[config.mk]
export PLATFORM = sky130hd
export DESIGN_NAME = aq_gemac_pfc_ctrl
export DESIGN_NICKNAME = d
export VERILOG_FILES = /design/src/rtl/aq_gemac_pkg.sv /design/src/rtl/aq_gemac_pfc_timer.sv /design/src/rtl/aq_gemac_pfc_ctrl.sv
export SDC_FILE = /design/constraint.sdc
export NUM_CORES = 1
export LEC_CHECK = 0
export CAP_MARGIN = 15
export CORE_AREA = 8 8 141 143
export DETAILED_ROUTE_END_ITERATION = 8
export DIE_AREA = 0 0 149 151
export GPL_ROUTABILITY_DRIVEN = 0
export HOLD_SLACK_MARGIN = 0.1
export PLACE_DENSITY = 0.8
export SYNTH_ARGS = -nofsm -noshare
export SYNTH_HDL_FRONTEND = slang
export SYNTH_SLANG_ARGS = --single-unit
export TNS_END_PERCENT = 20
[constraint.sdc]
create_clock -name CLK -period 3.8 [get_ports CLK]
set_input_delay 1.14 -clock CLK [delete_from_list [all_inputs] [get_ports CLK]]
set_output_delay 1.14 -clock CLK [all_outputs]
set_load 0.03 [all_outputs]
[src/rtl/aq_gemac_pkg.sv]
// Shared constants and helpers for the GEMAC priority flow-control blocks.
package aq_gemac_pkg;

    // One pause quantum is defined as 512 bit times on the wire.
    localparam int QUANTA_BIT_TIMES = 512;
    localparam int DEFAULT_QUANTA_W = 16;
    localparam int MAX_CLASS        = 8;

    // Ceiling log2. The loop is bounded so that it elaborates as a constant.
    function automatic int clog2(input int value);
        int result;
        result = 0;
        for (int i = 0; i < 31; i++) begin
            if ((1 << i) < value) begin
                result = i + 1;
            end
        end
        return result;
    endfunction

endpackage

[src/rtl/aq_gemac_pfc_timer.sv]
// Single-class pause timer plus its deferred pause-apply flag.
module aq_gemac_pfc_timer
    import aq_gemac_pkg::*;
#(
    parameter int QUANTA_W = DEFAULT_QUANTA_W
) (
    input  logic                clk,
    input  logic                rst,
    input  logic                clr,
    input  logic                load,
    input  logic [QUANTA_W-1:0] load_val,
    input  logic                tick,
    input  logic                tx_active,
    output logic                apply
);

    logic [QUANTA_W-1:0] timer_q, timer_d;
    logic                apply_q, apply_d;

    // Timer update: clear beats load, load beats the quanta tick.
    always_comb begin
        timer_d = timer_q;
        if (clr) begin
            timer_d = '0;
        end else if (load) begin
            timer_d = load_val;
        end else if (tick && (timer_q != '0)) begin
            timer_d = timer_q - 1'b1;
        end
    end

    // Apply flag: never raised while a frame is in flight, so the wire frame completes.
    always_comb begin
        apply_d = apply_q;
        if (timer_q == '0) begin
            apply_d = 1'b0;
        end else if (!tx_active) begin
            apply_d = 1'b1;
        end
    end

    // State registers.
    always_ff @(posedge clk) begin
        if (rst) begin
            timer_q <= '0;
            apply_q <= 1'b0;
        end else begin
            timer_q <= timer_d;
            apply_q <= apply_d;
        end
    end

    assign apply = apply_q;

endmodule

[src/rtl/aq_gemac_pfc_ctrl.sv]
// Per-priority (PFC) pause controller: prescaler, load arbitration and one
// timer per traffic class. Optional per-class load statistics are built when
// the macro AQ_GEMAC_PFC_STATS_EN is defined.
module aq_gemac_pfc_ctrl
    import aq_gemac_pkg::*;
#(
    parameter int NUM_CLASS         = 8,
    parameter int QUANTA_W          = DEFAULT_QUANTA_W,
    parameter int QUANTA_CYCLES_GIG = 64,
    parameter int QUANTA_CYCLES_MII = 128
) (
    input  logic                          CLK,
    input  logic                          RST,
    input  logic                          GIG_MODE,
    input  logic                          TX_PAUSE_ENABLE,
    input  logic                          RX_PFC_VALID,
    input  logic [NUM_CLASS-1:0]          RX_PFC_MASK,
    input  logic [NUM_CLASS*QUANTA_W-1:0] RX_PFC_QUANTA,
    input  logic                          RX_PAUSE_VALID,
    input  logic [QUANTA_W-1:0]           RX_PAUSE_QUANTA,
    input  logic [NUM_CLASS-1:0]          TX_ACTIVE,
    output logic [NUM_CLASS-1:0]          PAUSE_APPLY,
    output logic                          PAUSE_ANY,
    output logic                          PAUSE_LOAD_DONE
`ifdef AQ_GEMAC_PFC_STATS_EN
    ,
    input  logic [2:0]                    STAT_SEL,
    input  logic                          STAT_CLR,
    output logic [15:0]                   STAT_DATA
`endif
);

    localparam int PRESC_MAX = (QUANTA_CYCLES_GIG > QUANTA_CYCLES_MII) ?
                               QUANTA_CYCLES_GIG : QUANTA_CYCLES_MII;
    localparam int PRESC_W   = (clog2(PRESC_MAX) < 1) ? 1 : clog2(PRESC_MAX);
    localparam logic [PRESC_W-1:0] LAST_GIG = PRESC_W'(QUANTA_CYCLES_GIG - 1);
    localparam logic [PRESC_W-1:0] LAST_MII = PRESC_W'(QUANTA_CYCLES_MII - 1);

    logic [PRESC_W-1:0] presc_q, presc_d;
    logic               gig_q, gig_d;
    logic               load_done_q, load_done_d;
    logic               mode_chg;
    logic               tick;
    logic [PRESC_W-1:0] presc_last;

    logic                               tmr_clr;
    logic [NUM_CLASS-1:0]               ld_en;
    logic [NUM_CLASS-1:0][QUANTA_W-1:0] ld_val;
    logic [NUM_CLASS-1:0]               apply_w;

    // Quanta prescaler: restarts from 0 without a tick whenever the speed mode flips.
    always_comb begin
        gig_d      = GIG_MODE;
        mode_chg   = (GIG_MODE != gig_q);
        presc_last = GIG_MODE ? LAST_GIG : LAST_MII;
        tick       = !mode_chg && (presc_q == presc_last);
        if (mode_chg || (presc_q >= presc_last)) begin
            presc_d = '0;
        end else begin
            presc_d = presc_q + 1'b1;
        end
    end

    // Load arbitration: PFC classes in the mask win, everyone else takes a legacy PAUSE.
    always_comb begin
        tmr_clr = !TX_PAUSE_ENABLE;
        for (int i = 0; i < NUM_CLASS; i++) begin
            ld_en[i]  = 1'b0;
            ld_val[i] = '0;
            if (TX_PAUSE_ENABLE) begin
                if (RX_PFC_VALID && RX_PFC_MASK[i]) begin
                    ld_en[i]  = 1'b1;
                    ld_val[i] = RX_PFC_QUANTA[i*QUANTA_W +: QUANTA_W];
                end else if (RX_PAUSE_VALID) begin
                    ld_en[i]  = 1'b1;
                    ld_val[i] = RX_PAUSE_QUANTA;
                end
            end
        end
        load_done_d = |ld_en;
    end

    // Prescaler, mode shadow and load strobe registers.
    always_ff @(posedge CLK) begin
        if (RST) begin
            presc_q     <= '0;
            gig_q       <= gig_d;
            load_done_q <= 1'b0;
        end else begin
            presc_q     <= presc_d;
            gig_q       <= gig_d;
            load_done_q <= load_done_d;
        end
    end

    for (genvar i = 0; i < NUM_CLASS; i++) begin : g_cls
        aq_gemac_pfc_timer #(
            .QUANTA_W (QUANTA_W)
        ) u_tmr (
            .clk       (CLK),
            .rst       (RST),
            .clr       (tmr_clr),
            .load      (ld_en[i]),
            .load_val  (ld_val[i]),
            .tick      (tick),
            .tx_active (TX_ACTIVE[i]),
            .apply     (apply_w[i])
        );
    end

    assign PAUSE_APPLY     = apply_w;
    assign PAUSE_ANY       = |apply_w;
    assign PAUSE_LOAD_DONE = load_done_q;

`ifdef AQ_GEMAC_PFC_STATS_EN
    logic [NUM_CLASS-1:0][15:0] stat_cnt_q, stat_cnt_d;
    logic [15:0]                stat_data_q, stat_data_d;

    function automatic logic [15:0] sat_inc(input logic [15:0] v);
        return (v == 16'hFFFF) ? v : v + 16'd1;
    endfunction

    // Count accepted nonzero loads per class; a clear swallows a coincident increment.
    always_comb begin
        for (int i = 0; i < NUM_CLASS; i++) begin
            stat_cnt_d[i] = stat_cnt_q[i];
            if (STAT_CLR) begin
                stat_cnt_d[i] = '0;
            end else if (ld_en[i] && (ld_val[i] != '0)) begin
                stat_cnt_d[i] = sat_inc(stat_cnt_q[i]);
            end
        end
        stat_data_d = '0;
        for (int i = 0; i < NUM_CLASS; i++) begin
            if (int'(STAT_SEL) == i) begin
                stat_data_d = stat_cnt_q[i];
            end
        end
    end

    // Statistics registers.
    always_ff @(posedge CLK) begin
        if (RST) begin
            stat_cnt_q  <= '0;
            stat_data_q <= '0;
        end else begin
            stat_cnt_q  <= stat_cnt_d;
            stat_data_q <= stat_data_d;
        end
    end

    assign STAT_DATA = stat_data_q;
`endif

endmodule

==> impl_metrics.ini <==
[floorplanning]
core_sq_um = 17700
die_h_um = 151
die_w_um = 149
row_count = 49
dieArea_sq_um = 22500
start_util = 0.518
boundaryPins = 176

[clocking]
ctsResizeCount = 0
cts_made_buffers = 17
clk_pin_slew_ns = 0.06
post-cts-setup-buffers = 0
cts-root-buf = clkbuf_16
holdBufCountCts = 0
insertion_delay_ns = 0.43
cts.htree.levels = 4
cts.sinks = 145
cts_tree = yes
cts_buffer_depth = 2

[routing]
dr.pass1.iters = 8
drc = 0
routed-via-count = 10200
wire_per_inst_um = 19.8
drtIter0Drc = 934
viasPerCell = 6.16
ant_nets = 0
wl_um = 32800

[yosys]
ys_types = 65
yosys_warnings = 0
ys.flop_type = dfxtp_1
netlist_area_sq_um = 9140
syn-num-nets = 1440
ys_seq_elements = 145
synth_top_cells_by_area = dfxtp_1 (32%), o21ai_0 (8.7%), nand2_1 (7.1%)
synthArstFlopShare = 0
synth_edf_count = 0
netlist.area_leader.share = 0.318
yosysMostFrequentCell = nand2_1
yosys-top-cells-count = nand2_1 (174), o21ai_0 (159), dfxtp_1 (145)
yosysSeqAreaShare = 0.318
synthCells = 1264
syn_area_per_cell_sq_um = 7.23
synth.largest_area_cell = dfxtp_1

[global_routing]
gr-usage-all-layers = 0.286
grt_pass1_wl_um = 50100
antenna_found_initial = 0
grt_pass1_vias = 9658
overflow = 0
grt_max_degree = 57

[timing]
period_minus_slack_ns = 3.37
report.final.slew_viol_count = 0
hold_violations = 0
tns_ns = 0
slew_headroom = 0.350
worstMarginPinSlew_ns = 0.967
max_freq_ghz = 0.297
skew_ns = 0.00557
rsz0062_at_grt = no
post-route-period-util = 0.886
finalSetupViolations = 0

[final_layout]
num_antenna_cells = 0
utilization = 0.670
fill_cells = 1496
drive_above_1_share = 0.0686
syn2layout_area_growth_pct = 29.5
nNetsFinal = 1594

[placement]
detailed_place_hpwl_um = 23300
portBuffers = 175

[critical_path]
start_kind = input pin
cp-end-kind = register
cp.required_ns = 4.15
crit_type = in2reg
critPathMaxFanout = 24
critPathArrivalTime_ns = 3.72

[pwr]
p_leak_nw = 4.20
worst_ir_drop_vdd_mv = 0.360
cellPowerDensity_nw_per_um2 = 377

[min_path]
hp-class = reg2reg

[status]
status = finished clean

[job]
maxCapViolations = 0
flip-flops by register name, indices dropped and copies added, names as in the netlist:
name,flops
gig_q,1
g_cls.u_tmr.apply,8
g_cls.u_tmr.timer_q,128
PAUSE_LOAD_DONE,1
presc_q,7
final timing paths:
kind | startpoint | end | slack, ns | depth (start not counted)
max | GIG_MODE | g_cls[6].u_tmr.timer_q[8] | 0.43 | 9
min reg2reg | presc_q[0] | presc_q[0] | 0.47 | 1
max reg2reg | g_cls[3].u_tmr.timer_q[0] | g_cls[3].u_tmr.timer_q[9] | 0.78 | 7
min | presc_q[0] | presc_q[0] | 0.47 | 1
metrics by stage:
step	hold WS (ns)	setup slack, ns	cells	power, mW	cell area, sq um
2_1_floorplan	0.426	0.706	1264	2.22	9140
3_3_place_gp	0.443	0.0953	1628	2.60	11200
3_5_place_dp	0.457	0.00198	1628	2.61	11200
4_1_cts	0.471	0.458	1658	4.44	11800
5_1_grt	0.491	0.236	1658	4.60	11800
6_report	0.466	0.432	1658	4.46	11800
worst max-delay path, stage by stage:
cell and delay, ns:
clkdlybuf4s50_1 0.45, ha_1 0.29, nand2_1 0.08, or3_1 0.41
buf_4 0.29, a211oi_1 0.50, nand3b_1 0.16, xor2_1 0.16
a211oi_1 0.21
power breakdown:
group          switching [mW]  total, mW  internal (mW)
registers              0.0704       1.66           1.58
logic                   0.529      0.957          0.428
clock network           0.681       1.85           1.17
total                    1.28       4.46           3.18
cell families (layout without fill, tap and decap cells):
| family | Yosys count | in the layout | share of synthesized area |
|---|---|---|---|
| and+or+nand+nor | 516 | 516 | 0.277 |
| AOI/OAI and AO/OA | 384 | 384 | 0.244 |
| DFF | 145 | 145 | 0.318 |
| buffers and inverters | 107 | 272 | 0.0478 |
| xor gates and xnor gates | 91 | 91 | 0.0872 |
| muxes | 11 | 11 | 0.0127 |
| adders and majority gates | 10 | 10 | 0.0137 |
layout by cell type, fill, tap and decap left out, types with 5 or more instances in the layout:
master	synthesis	layout
xnor2_1	43	43
nand4_1	12	12
o211ai_1	12	12
o21ai_1	6	10
mux2_2	5	5
nor4_1	29	29
nor2b_1	7	6
bufinv_16	0	5
nor4b_1	7	7
a211oi_1	43	43
ha_1	10	10
nand3_1	28	28
clkdlybuf4s50_1	0	175
nor2_1	111	111
inv_1	22	22
nand2b_1	7	6
nand3b_1	9	9
nand4b_1	5	5
nor3_1	56	55
xor2_1	48	48
o21ai_0	159	154
or4_1	17	17
buf_4	8	42
and2_1	15	15
a31oi_1	8	8
nand2_1	174	174
clkbuf_16	0	17
o31ai_1	6	6
mux2i_1	6	6
a221oi_1	11	11
dfxtp_1	145	145
or3_1	13	13
a21oi_1	105	105
or2_2	5	5
per-layer routing:
metal  share of wire  vias up  wire length (um)  GRT usage
met1            0.39     4670             12700      0.345
li1                -     4861                 -          -
met4           0.045        0              1470      0.142
met2            0.45      567             14700      0.456
met5               0        -                 0          0
met3            0.12      112              3880     0.0849
area by class of cell:
| cell class | count | area, sq um | area share |
|---|---|---|---|
| Multi-Input combinational cell | 1012 | 5820 | 0.492 |
| Sequential cell | 145 | 2900 | 0.245 |
| Timing Repair Buffer | 219 | 2110 | 0.178 |
| Clock buffer | 19 | 443 | 0.0374 |
| Tap cell | 229 | 287 | 0.0242 |
| Clock inverter | 11 | 188 | 0.0159 |
| Inverter | 23 | 86.3 | 0.00730 |
Power figures use the tool's default switching activity.
